--- src/rtl/rv32i_fetch_unit.sv ---
// rv32i_fetch_unit: pipelined imem fetch with credit-limited instruction FIFO; RV32I_FETCH_BYPASS_EN adds 0-cycle empty-FIFO bypass
module rv32i_fetch_unit #(
  parameter logic [31:0] RESET_PC = 32'h0000_0000,
  parameter int FIFO_DEPTH = 4,
  parameter int MAX_OUTSTANDING = 2
) (
  input  logic        clk_i,
  input  logic        reset_i,
  output logic [31:0] imem_add_o,
  output logic        imem_re_o,
  input  logic [31:0] imem_data_i,
  input  logic        imem_valid_i,
  input  logic        redirect_i,
  input  logic [31:0] redirect_pc_i,
  output logic [31:0] instr_o,
  output logic [31:0] instr_pc_o,
  output logic        instr_valid_o,
  input  logic        instr_ready_i
);
  localparam int AW = $clog2(FIFO_DEPTH);
  localparam int CW = AW + 1;
  localparam logic [31:0] NOP = 32'h0000_0013;
  logic [31:0] fetch_pc_q, resp_pc_q;
  logic [CW-1:0] out_q, drop_q, wp_q, rp_q, count;
  logic [31:0] data_q [FIFO_DEPTH];
  logic [31:0] pc_q [FIFO_DEPTH];
  logic resp, keep, byp, push, pop, empty;
  assign count = wp_q - rp_q;
  assign empty = count == '0;
  assign resp = imem_valid_i && out_q != '0;
  assign keep = resp && drop_q == '0;
  assign imem_add_o = fetch_pc_q;
  assign imem_re_o = !reset_i && !redirect_i && out_q < CW'(MAX_OUTSTANDING) &&
                     count + out_q - drop_q < CW'(FIFO_DEPTH);
`ifdef RV32I_FETCH_BYPASS_EN
  assign byp = !reset_i && !redirect_i && empty && keep;
`else
  assign byp = 1'b0;
`endif
  assign instr_valid_o = !reset_i && (!empty || byp);
  assign instr_o = !instr_valid_o ? NOP : byp ? imem_data_i : data_q[rp_q[AW-1:0]];
  assign instr_pc_o = byp ? resp_pc_q : pc_q[rp_q[AW-1:0]];
  assign pop = instr_valid_o && instr_ready_i && !byp;
  assign push = keep && !redirect_i && !(byp && instr_ready_i);
  always_ff @(posedge clk_i) begin
    if (reset_i) begin
      fetch_pc_q <= RESET_PC;
      resp_pc_q <= RESET_PC;
      out_q <= '0;
      drop_q <= '0;
      wp_q <= '0;
      rp_q <= '0;
    end else begin
      out_q <= out_q + CW'(imem_re_o) - CW'(resp);
      if (redirect_i) begin
        fetch_pc_q <= {redirect_pc_i[31:2], 2'b00};
        resp_pc_q <= {redirect_pc_i[31:2], 2'b00};
        drop_q <= out_q - CW'(resp);
        wp_q <= '0;
        rp_q <= '0;
      end else begin
        if (imem_re_o) fetch_pc_q <= fetch_pc_q + 32'd4;
        if (resp && drop_q != '0) drop_q <= drop_q - 1'b1;
        if (keep) resp_pc_q <= resp_pc_q + 32'd4;
        if (push) wp_q <= wp_q + 1'b1;
        if (pop) rp_q <= rp_q + 1'b1;
      end
    end
  end
  always_ff @(posedge clk_i) begin
    if (push && !reset_i) begin
      data_q[wp_q[AW-1:0]] <= imem_data_i;
      pc_q[wp_q[AW-1:0]] <= resp_pc_q;
    end
  end
  assert property (@(posedge clk_i) disable iff (reset_i) imem_valid_i |-> out_q != '0);
endmodule

--- config.mk ---
export PLATFORM = sky130hd
export DESIGN_NAME = rv32i_fetch_unit
export DESIGN_NICKNAME = d
export VERILOG_FILES = /design/src/rtl/rv32i_fetch_unit.sv
export SDC_FILE = /design/constraint.sdc
export NUM_CORES = 1
export LEC_CHECK = 0
export CORE_UTILIZATION = 45
export CTS_CLUSTER_DIAMETER = 150
export DETAILED_ROUTE_END_ITERATION = 12
export PLACE_DENSITY = 0.69
export SLEW_MARGIN = 30
export SYNTH_ARGS = -nofsm -noshare
export SYNTH_HDL_FRONTEND = slang
export SYNTH_SLANG_ARGS = --single-unit
export TNS_END_PERCENT = 1
--- constraint.sdc ---
create_clock -name clk_i -period 7.35 [get_ports clk_i]
set_input_delay 1.1025 -clock clk_i [delete_from_list [all_inputs] [get_ports clk_i]]
set_output_delay 1.1025 -clock clk_i [all_outputs]
set_load 0.03 [all_outputs]
Word-level counts from Yosys, hierarchy flattened --
Memory sizes are Yosys's and may differ from the RTL's. A register that Yosys moved wholly into a read port is not among the register bits. Index checks and enable logic that the tools add are counted. Widths: inputs -> output; s select.
Cells by class: add/sub/neg operators 11, magnitude comparators 2, multiplexer cells 13, reduce and logical (&&, ||, !) cells 21
Operators with widths (count):
- $mux 32 | 5
- $add 32x3->32 const B | 2
- $logic_and 1x1->1 | 10
- $mux 2 | 4
- $add 3x1->3 const B | 2
- $logic_not 3->1 | 2
- $mux 3 | 2
- $reduce_bool 2->1 | 3
- $reduce_bool 3->1 | 2
- $sub 3x1->3 | 2
- $sub 3x3->3 | 2
- $add 3x1->3 | 1
- $add 3x3->3 | 1
- $logic_not 1->1 | 3
- $lt 3x2->1 const B | 1
- $lt 3x3->1 const B | 1
- $sub 3x1->3 const B | 1
- $mux 1 | 2
- $reduce_or 2->1 | 1
Storage, ports and cells: bits in registers 76, memory bits (writable) 256, bits of input ports 69, output and inout port bits 98, word-level logic and storage cells 57, memories 2
Memories:
- data_q | words 4, bits a word 32, rd ports 1, clocked after memory_dff 1, write ports 1, line 25 | logic [31:0] data_q [FIFO_DEPTH];
- pc_q | words 4, bits a word 32, rd ports 1, clocked after memory_dff 1, write ports 1, line 26 | logic [31:0] pc_q [FIFO_DEPTH];

Longest topological paths before layout --
Gate-level depths: netlist of run 1.
depth in word-level cells 7, gate-level depth with buffers 15

Least setup slack after synthesis of run 1 --
Ideal clock, no wire load.
kind reg2out, start point register wp_q[0], end point output port imem_re_o, arrival time 3098 ps, required time 6247 ps, slack 3149 ps, stages on the path, launching flop included 12, buffers on the path 1, cells stage by stage dfxtp_1 > inv_1 > ha_1 > fa_1 > fa_1 > inv_1 > ha_1 > nand3b_1 > and2_1 > xor2_1 > buf_2 > nor2_1
On the way: word-level cells in the longest chain between the ends 5
Ends and longest elaborated chain:
- start, declared | line 24 | logic [CW-1:0] out_q, drop_q, wp_q, rp_q, count;
- start signal, assigned | line 65 | if (push) wp_q <= wp_q + 1'b1;
- $sub 3x3->3 | line 28 | assign count = wp_q - rp_q;
- $add 3x3->3 | line 34 | count + out_q - drop_q < CW'(FIFO_DEPTH);
- $sub 3x3->3 | line 34
- $lt 3x3->1 | line 34
- $logic_and 1x1->1 | line 33 | assign imem_re_o = !reset_i && !redirect_i && out_q < CW'(MAX_OUTSTANDING) &&
- end, declared | line 10 | output logic imem_re_o,
Every way passes these cells.

Final worst setup path of run 1 --
Ends and elaborated chain as after synthesis.

==> results of run 1 <==
## area by class of cell
type / count / area share, %
inverters: 22 / 0.483
well taps: 396 / 2.90
repair buffers: 172 / 9.87
clock inverters: 19 / 1.27
flip-flops and latches: 322 / 52.3
clock buffers: 43 / 5.48
multi-input cells: 552 / 27.7
## worst register-to-register path: cells and delay by family, from the launching register on
family | cells | cell delay [ns]
fa+ha+maj | 6 | 2.16
simple gates | 4 | 0.95
buf+inv | 3 | 0.40
flops | 1 | 0.39
xor+xnor | 1 | 0.16
## cell families (layout without fill, tap and decap cells)
kind of cell / Yosys count / count (layout)
other cells: 1 / 4
mux: 64 / 64
compound gates: 136 / 136
xor+xnor: 42 / 42
flops: 322 / 322
buf+inv: 82 / 256
fa+ha+maj: 20 / 20
simple gates: 286 / 286
## power by group through the flow
| stage | clock (W) | sequential (W) | combinational, W |
|---|---|---|---|
| finish | 0.00174 | 0.00209 | 0.000759 |
| global route | 0.00184 | 0.00210 | 0.000816 |
| CTS | 0.00178 | 0.00209 | 0.000747 |
| detailed placement | 0 | 0.00213 | 0.000743 |
| global placement | 0 | 0.00212 | 0.000732 |
| floorplan | 0 | 0.00213 | 0.000510 |
## final timing paths
kind	startpoint	end	slack [ns]	cells past startpoint
hold / removal	imem_add_o[29]	imem_add_o[29]	0.50	1
hold reg to reg	imem_add_o[29]	imem_add_o[29]	0.50	1
setup / recovery	wp_q[0]	imem_re_o	1.74	12
setup reg to reg	wp_q[0]	out_q[1]	3.17	14
## stage by stage
stage                     cells  setup slack (ns)  total power, W  area, µm²
after floorplan             956              3.15         0.00264      14000
after global placement     1464              2.34         0.00286      15900
after detailed placement   1464              2.32         0.00287      15900
after CTS                  1526              1.74         0.00461      17100
after global routing       1526              1.56         0.00476      17100
final                      1526              1.74         0.00459      17100
## flip-flops by register name, summed over array words and instances, names as in the netlist, named ones only
name,cells
data_q,128
pc_q,120
imem_add_o,30
resp_pc_q,30
drop_q,3
out_q,3
rp_q,3
wp_q,3
## layer usage
metal / vias to the layer above / share of wire (%)
met5: - / 0
met4: 0 / 2.2
met3: 63 / 7.6
met2: 376 / 45
met1: 4356 / 45
li1: 4094 / -
## layout by cell type, fill, tap and decap left out, types with 10 or more instances in the layout
cell / n
mux4_2: 62
buf_4: 12
nor2_1: 41
nand2_1: 45
inv_1: 20
nor3_1: 16
dfxtp_1: 72
edfxtp_1: 248
and3_1: 10
nor4_1: 26
a211oi_1: 19
o21ai_0: 14
xnor2_1: 28
clkdlybuf4s50_1: 159
and2_1: 36
nand3_1: 32
clkbuf_16: 36
a21oi_1: 15
xor2_1: 10
a31oi_1: 13
nand4_1: 24
or4_1: 11
ha_1: 17
and4_1: 10
==> key figures, run 1 <==
Run status
  – Status: finished clean

Synthesis
  – Synth Area in XOR/XNOR: 3.00%
  – Seq/Total Area, Yosys: 63.8%
  – Top post-synthesis cells by count: 248 x edfxtp_1, 74 x dfxtp_1, 62 x mux4_2
  – Async SR Flop Fraction: 0%
  – Area contributors post-synth: edfxtp_1 53%, dfxtp_1 11%, mux4_2 10%
  – Netlist cell types: 67
  – Compound-Gate Fraction of Synth Area: approximately 7.4%
  – Largest area contributor in the netlist: edfxtp_1
  – Largest family of logic cells by synthesized area: simple AND/OR/NAND/NOR gates
  – Synth Area in Simple Gates: 11.2%
  – Synthesized-area fraction occupied by adder cells: 1.95%
  – Synth top area share: between 50% and 60%
  – YS warnings: 0
  – Primary FF master, synth: edfxtp_1
  – Synthesized cell area: 0.0140 mm²
  – Avg Cell Area, Syn: about 15 µm²
  – Yosys reg bits: roughly 320
  – Number of flops mapped to enable cells by yosys: between 200 and 250
  – Mapped Cells: 953
  – Top-count cell post-synth: edfxtp_1
  – Mux cell area share after synthesis: 10.1%

Placed design
  – Routability Congestion: 0.909
  – Buffers on Ports: 160
  – Hpwl dp: roughly 20 mm

STA
  – Final hold vios: 0
  – RSZ-0062 raised after global routing: no
  – Tmin final: 5.61 ns
  – WHS: 0.500 ns
  – Fin Clk Skew: 0.0156 ns
  – Relative slew slack: 37.4%
  – Fmax: 0.178 GHz
  – Fin. max-slew vios: 0
  – Final period util: between 70% and 80%
  – Worst-Margin Slew: 0.939 ns
  – Setup_tns: 0 ns
  – Final Setup Violations: 0

Power
  – Pwr/cell area: about 270 mW/mm²
  – Sw frac: a little over a quarter
  – P_sw: between 0.001 and 0.0015 W
  – Comb pwr share: 16.5%
  – Part of the power in registers: 45.5%
  – Peak supply drop: 0.155 mV
  – Internal power: around 0.0033 W
  – Clock power share: 37.9%
  – Lkg Pwr: 5.40 nW

Clocking
  – Max clock buf depth: 3
  – CTS sink cnt: 322
  – # H-tree levels: 2
  – Number of gates resized after CTS: 0
  – Worst-Skew Late Latency: about 0.5 ns
  – Root buffer cell: clkbuf_16
  – Num CTS Buffers: 35
  – Worst-path clk slew: approximately 0.06 ns
  – Hold_buf cts: 0
  – CTS tree: done
  – Post CTS Setup Buffer Count: 0

Critical path
  – Nature of the critical path endpoint: output pin
  – Required time of the worst setup path: 6.25 ns
  – CP delay by family, top: adder cells
  – Critical path class: reg -> out
  – Crit Path Max Fanout: 29
  – CP arrival: 4.51 ns
  – Crit path buf inv count: 4
  – Worst Setup Start Kind: flop
  – CP cell instances: inv_1 -> ha_1 -> fa_1 -> fa_1 -> inv_1 -> ha_1 -> nand3b_1 -> and2_1 -> xor2_1 -> buf_4 -> nor2_1 -> clkdlybuf4s50_1
  – Max incr delay on CP: 0.76 ns
  – Slowest CP cell: clkdlybuf4s50_1

GRT
  – Initial antenna violation count: 0
  – Routing usage on met2: 30.5%
  – Grt met1 use: 28.3%
  – Top Usage Layer GRT: met2
  – GRT Residual Overflow: 0
  – GRT Overall Usage: 19.7%
  – First-pass GRT wire length: 48.0 mm
  – Vias in the first global route: 8524
  – Met3 Resource Use GR: 3.88%
  – Maximum number of pins on one net before global-route repair: 63

Routing
  – DRC marker count from the first detailed-route iteration: 802
  – Final ANT Viol Nets: 0
  – Drt via density: 5.83
  – Drt pass-1 iters: 6
  – Wirelength, routed: 31.2 mm
  – Vias after detailed routing: 8889
  – WL/cell: 20.4 µm
  – Residual DRC: 0

Cells and area
  – Final core occ: 55.9%
  – Inserted Diodes: 0
  – FF+latch area: slightly below 0.009 mm²
  – Growth of design area from synthesis to finish: 22.1%
  – Footprint of the multi-input gates: 0.00473 mm²
  – Fillers: 2477
  – Final nets: about 1.2k
  – Share of post-route cells with drive strength above 1: 13.1%

Floorplan
  – Starting density of the core: 45.7%
  – Chip height: roughly 180 µm
  – Chip width: 178 µm
  – Core region area: just over 0.03 mm²
  – I/O pin count: 167
  – Die area: 0.0318 mm²
  – Rows: 64

Min path
  – Hold Path Class: reg -> reg

Job
  – Max Cap Viol: 0
No activity file was read; power rests on OpenSTA's default activity.
==> run 2, diff against run 1 <==
PLACE_DENSITY = 0.71   (was 0.69)
clock period = 5 ns   (was 7.35 ns; I/O delays follow)
==> run 2 against run 1 <==
Effect of this change:
- setup slack lost 1.3 ns
- cell count grew 0.13%
- global-route usage grew 0.30 points
- register-to-register slack lost 2.1 ns
- utilization shrank 0.23 points
- sequential power increased by 47%
- clock skew up 0.0015 ns
- critical endpoint unchanged
- largest cell class unchanged
==> key figures, run 2 (synthesis gave the netlist of run 1 again) <==
Run status
  – Status: finished clean

GRT
  – Routing usage on met2: 30.9%
  – Met3 Resource Use GR: 3.24%
  – Initial antenna violation count: 0
  – Vias in the first global route: 8744
  – Top Usage Layer GRT: met2
  – First-pass GRT wire length: 48.8 mm
  – Grt met1 use: 28.5%
  – Maximum number of pins on one net before global-route repair: 63
  – GRT Overall Usage: 20.0%
  – GRT Residual Overflow: 0

Cells and area
  – Share of post-route cells with drive strength above 1: 12.7%
  – Commonest cells after routing, fill and taps aside: 248 x edfxtp_1, 158 x clkdlybuf4s50_1, 72 x dfxtp_1
  – Largest register FFs: 128
  – Growth of design area from synthesis to finish: 21.6%
  – Cell Count, Final, Fillers Out: 1528
  – Footprint of the multi-input gates: roughly 0.0047 mm²
  – Most common cell after layout, fill and taps aside: edfxtp_1
  – Final nets: about 1.2k
  – Inserted Diodes: 0
  – Fillers: about 2.5k
  – FF+latch area: between 0.008 and 0.009 mm²

Floorplan
  – Chip height: 178 µm
  – Die area: 0.0318 mm²
  – I/O pin count: 167
  – Rows: 64
  – Core region area: approximately 0.031 mm²
  – Starting density of the core: 45.7%
  – Chip width: 178 µm

Clocking
  – Root buffer cell: clkbuf_16
  – CTS sink cnt: 322
  – # H-tree levels: 2
  – Number of gates resized after CTS: 0
  – Worst-Skew Late Latency: 0.51 ns
  – CTS tree: done
  – Max clock buf depth: 3
  – Num CTS Buffers: 35
  – Post CTS Setup Buffer Count: 0
  – Hold_buf cts: 0
  – Worst-path clk slew: roughly 0.06 ns

Critical path
  – Critical path class: reg -> out
  – CP cell instances: inv_1 -> ha_1 -> fa_1 -> fa_1 -> inv_1 -> ha_1 -> nand3b_1 -> and2_1 -> xor2_1 -> nor2_1 -> buf_4
  – CP delay by family, top: adder cells
  – Max incr delay on CP: roughly 0.50 ns
  – Slowest CP cell: fa_1
  – Worst Setup Start Kind: flop
  – Crit Path Max Fanout: 5
  – CP arrival: 3.80 ns
  – Crit path buf inv count: 3
  – Required time of the worst setup path: 4.25 ns
  – Nature of the critical path endpoint: output pin

Min path
  – Hold Path Class: reg -> reg

STA
  – WHS: 0.512 ns
  – Fin. max-slew vios: 0
  – Relative slew slack: 37.5%
  – Fmax: 0.220 GHz
  – PnR worst setup slack: 0.449 ns
  – Final hold vios: 0
  – Final period util: between 90 and 100%
  – Setup_tns: 0 ns
  – Tmin final: 4.55 ns
  – Worst-Margin Slew: 0.938 ns
  – RSZ-0062 raised after global routing: no
  – Fin Clk Skew: 0.0171 ns
  – Final Setup Violations: 0

Placed design
  – Hpwl dp: 20.1 mm
  – Dpl cells: 1464
  – Place WS: 1.03 ns
  – Buffers on Ports: 160
  – Routability Congestion: about 0.93

Routing
  – Wirelength, routed: 31.5 mm
  – Final ANT Viol Nets: 0
  – Drt via density: ~5.8
  – Drt pass-1 iters: 5
  – Residual DRC: 0
  – WL/cell: between 20 and 25 µm
  – DRC marker count from the first detailed-route iteration: 681
  – Vias after detailed routing: 8893

Job
  – Max Cap Viol: 0

Power
  – Lkg Pwr: 5.35 nW
  – Pwr/cell area: 382 mW/mm²
  – Peak supply drop: 0.268 mV
  – Power Total: 0.00650 W
## run 2: cell count changes in the layout (fill, tap and decap cells not counted), sizes merged
cell and delta:
buf +1, clkinv +1, bufinv -4, clkdlybuf4s50 -1, inv +3, clkbuf +2
## run 2: stage by stage
stage / cell area, µm² / util (%)
3_3_place_gp: 16000 / 52.3
5_1_grt: 17000 / 55.6
6_report: 17000 / 55.6
4_1_cts: 17000 / 55.6
3_5_place_dp: 16000 / 52.3
2_1_floorplan: 14000 / -
## run 2: power breakdown
group / switching, W / internal [W] / leakage, nW
logic: 0.000719 / 0.000383 / 1.99
clock network: 0.00102 / 0.00130 / 0.496
registers: 0.0000964 / 0.00298 / 2.86
total: 0.00184 / 0.00466 / 5.35
## run 2: worst reg2reg max path, stage by stage, from the launching register on
cell	delay [ns]
dfxtp_1	0.40
inv_1	0.11
ha_1	0.22
fa_1	0.50
fa_1	0.50
inv_1	0.04
ha_1	0.27
nand3b_1	0.16
and2_1	0.24
xor2_1	0.18
nor2_1	0.42
ha_1	0.27
fa_1	0.41
nor2b_1	0.13
## run 2: metal layers
metal | vias to the layer above | routed length [µm]
met4 | 0 | 993
li1 | 4073 | -
met5 | - | 0
met3 | 72 | 2080
met2 | 359 | 14100
met1 | 4389 | 14300
## run 2: path summary, 6_finish.rpt
check / end / slack [ns] / from / depth (start not counted)
setup / recovery: imem_re_o / 0.45 / wp_q[0] / 11
hold / removal: imem_add_o[29] / 0.51 / imem_add_o[29] / 1
setup reg to reg: out_q[1] / 1.03 / wp_q[0] / 13
hold reg to reg: imem_add_o[29] / 0.51 / imem_add_o[29] / 1
## run 2: layout make-up
cell class | instances | share of cell area [%]
clock inverters | 19 | 0.647
multi-input cells | 552 | 27.8
well taps | 396 | 2.91
flip-flops and latches | 322 | 52.5
inverters | 22 | 0.485
clock buffers | 45 | 5.37
repair buffers | 172 | 10.3
==> run 3, diff against run 2 <==
SETUP_SLACK_MARGIN = 0.4   (was default)
==> run 3 against run 2 <==
Effect of this change:
- combinational power about the same
- routed wire length about the same
- non-clock buffer count unchanged
- utilization about the same
- via count about the same
- largest cell class unchanged
- design area about the same
- worst hold slack improved by 0.0039 ns
- critical path depth unchanged
- clock skew decreased by 0.00060 ns
- die area unchanged
==> key figures, run 3 (synthesis gave the netlist of run 1 again) <==
Routing
  – Vias after detailed routing: 8885
  – Residual DRC: 0
  – Drt via density: 5.81
  – DRC marker count from the first detailed-route iteration: 694
  – WL/cell: 20.6 µm
  – Wirelength, routed: ~31 mm
  – Final ANT Viol Nets: 0
  – Drt pass-1 iters: 5

Critical path
  – Critical path class: reg -> out
  – Nature of the critical path endpoint: output pin
  – Worst R2R Start: wp_q[0]
  – Worst Setup Start Kind: flop
  – CP arrival: between 3 and 4 ns
  – Crit Path Max Fanout: 5
  – Crit Reg-Reg Endpoint: out_q[2]
  – Required time of the worst setup path: around 4.3 ns
  – Cell depth of the worst flop-to-flop path: 14
  – Reg2reg setup slack: 1.19 ns
  – Setup crit start: wp_q[0]

STA
  – WHS: 0.516 ns
  – Fin. max-slew vios: 0
  – Fin Clk Skew: 0.0165 ns
  – Final hold vios: 0
  – Setup_tns: 0 ns
  – Fmax: 0.232 GHz
  – PnR worst setup slack: approximately 0.7 ns
  – Final period util: 86.3%
  – Relative slew slack: 37.6%
  – Final Setup Violations: 0
  – RSZ-0062 raised after global routing: no
  – Tmin final: between 4 and 5 ns
  – Worst-Margin Slew: 0.936 ns

Power
  – Power Total: 0.00651 W
  – Lkg Pwr: 5.35 nW
  – Pwr/cell area: 382 mW/mm²
  – Peak supply drop: roughly 0.28 mV

Floorplan
  – Starting density of the core: between 40% and 50%
  – Core region area: 0.0306 mm²
  – I/O pin count: 167
  – Chip width: 178 µm
  – Die area: 0.0318 mm²
  – Chip height: 178 µm
  – Rows: 64

Min path
  – Hold Crit Depth: 1
  – Hold Path Class: reg -> reg
  – Hold Crit Start: imem_add_o[29]
  – Worst hold endpoint: imem_add_o[29]

Clocking
  – CTS sink cnt: between 300 and 400
  – CTS tree: done
  – Post CTS Setup Buffer Count: 0
  – Number of gates resized after CTS: 0
  – Max clock buf depth: 3
  – # H-tree levels: 2
  – Root buffer cell: clkbuf_16
  – Worst-path clk slew: 0.06 ns
  – Hold_buf cts: 0
  – Num CTS Buffers: 35
  – Worst-Skew Late Latency: 0.51 ns

Placed design
  – Place WS: 1.03 ns
  – Hpwl dp: 20.1 mm
  – Routability Congestion: 0.932
  – Buffers on Ports: 160

Job
  – Max Cap Viol: 0

Cells and area
  – Inserted Diodes: 0
  – Growth of design area from synthesis to finish: 21.7%
  – Share of post-route cells with drive strength above 1: 12.8%
  – Most common cell after layout, fill and taps aside: edfxtp_1
  – Largest register FFs: about 130
  – Final nets: 1194
  – Commonest cells after routing, fill and taps aside: 248 x edfxtp_1, 158 x clkdlybuf4s50_1, 72 x dfxtp_1

GRT
  – Top Usage Layer GRT: met2
  – Grt met1 use: 28.5%
  – Maximum number of pins on one net before global-route repair: 63
  – Initial antenna violation count: 0
  – First-pass GRT wire length: 48.8 mm
  – GRT Overall Usage: roughly 20%
  – Met3 Resource Use GR: about 3.2%
  – Routing usage on met2: about 30%
  – Vias in the first global route: 8744
  – GRT Residual Overflow: 0

Run status
  – Status: finished clean
==> run 3: cell count changes in the layout (fill, tap and decap cells not counted) <==
cell	delta
nor2_1	-1
nor2_4	+1
==> run 3: cell type report <==
cell class | count | area (µm²)
clock buffer | 45 | 913
inverter | 22 | 82.6
multi-input combinational | 552 | 4740
fill | 2449 | 13600
timing repair buffer | 172 | 1750
clock inverter | 19 | 110
tap | 396 | 495
sequential | 322 | 8930
==> run 3: critical path, cell delays in order, from the launching register on <==
cell and delay, ns:
dfxtp_1 0.40, inv_1 0.11, ha_1 0.22, fa_1 0.50
fa_1 0.50, inv_1 0.04, ha_1 0.27, nand3b_1 0.16
and2_1 0.24, xor2_1 0.20, nor2_4 0.20, buf_4 0.21
==> run 3: power by group <==
group          internal (W)  switching [W]
clock               0.00130        0.00102
sequential          0.00298      0.0000965
combinational      0.000384       0.000728
==> run 3: routing by layer <==
metal  routed length [µm]  vias up
met2                14200      347
met1                14200     4391
met5                    0        -
met4                  968        0
met3                 2110       65
li1                     -     4082
==> run 3: stage by stage <==
stage	utilization, %	std cells	cell area (µm²)
floorplan	-	956	14000
global placement	52.3	1464	16000
detailed placement	52.3	1464	16000
CTS	55.6	1528	17000
global route	55.7	1528	17000
finish	55.7	1528	17000
==> run 3: worst max path at each step <==
| stage | to | cells after the start |
|---|---|---|
| after floorplan | out_q[1] | 14 |
| after global placement | imem_re_o | 11 |
| after detailed placement | imem_re_o | 11 |
| after CTS | imem_re_o | 11 |
| after global routing | imem_re_o | 11 |
| final | imem_re_o | 11 |
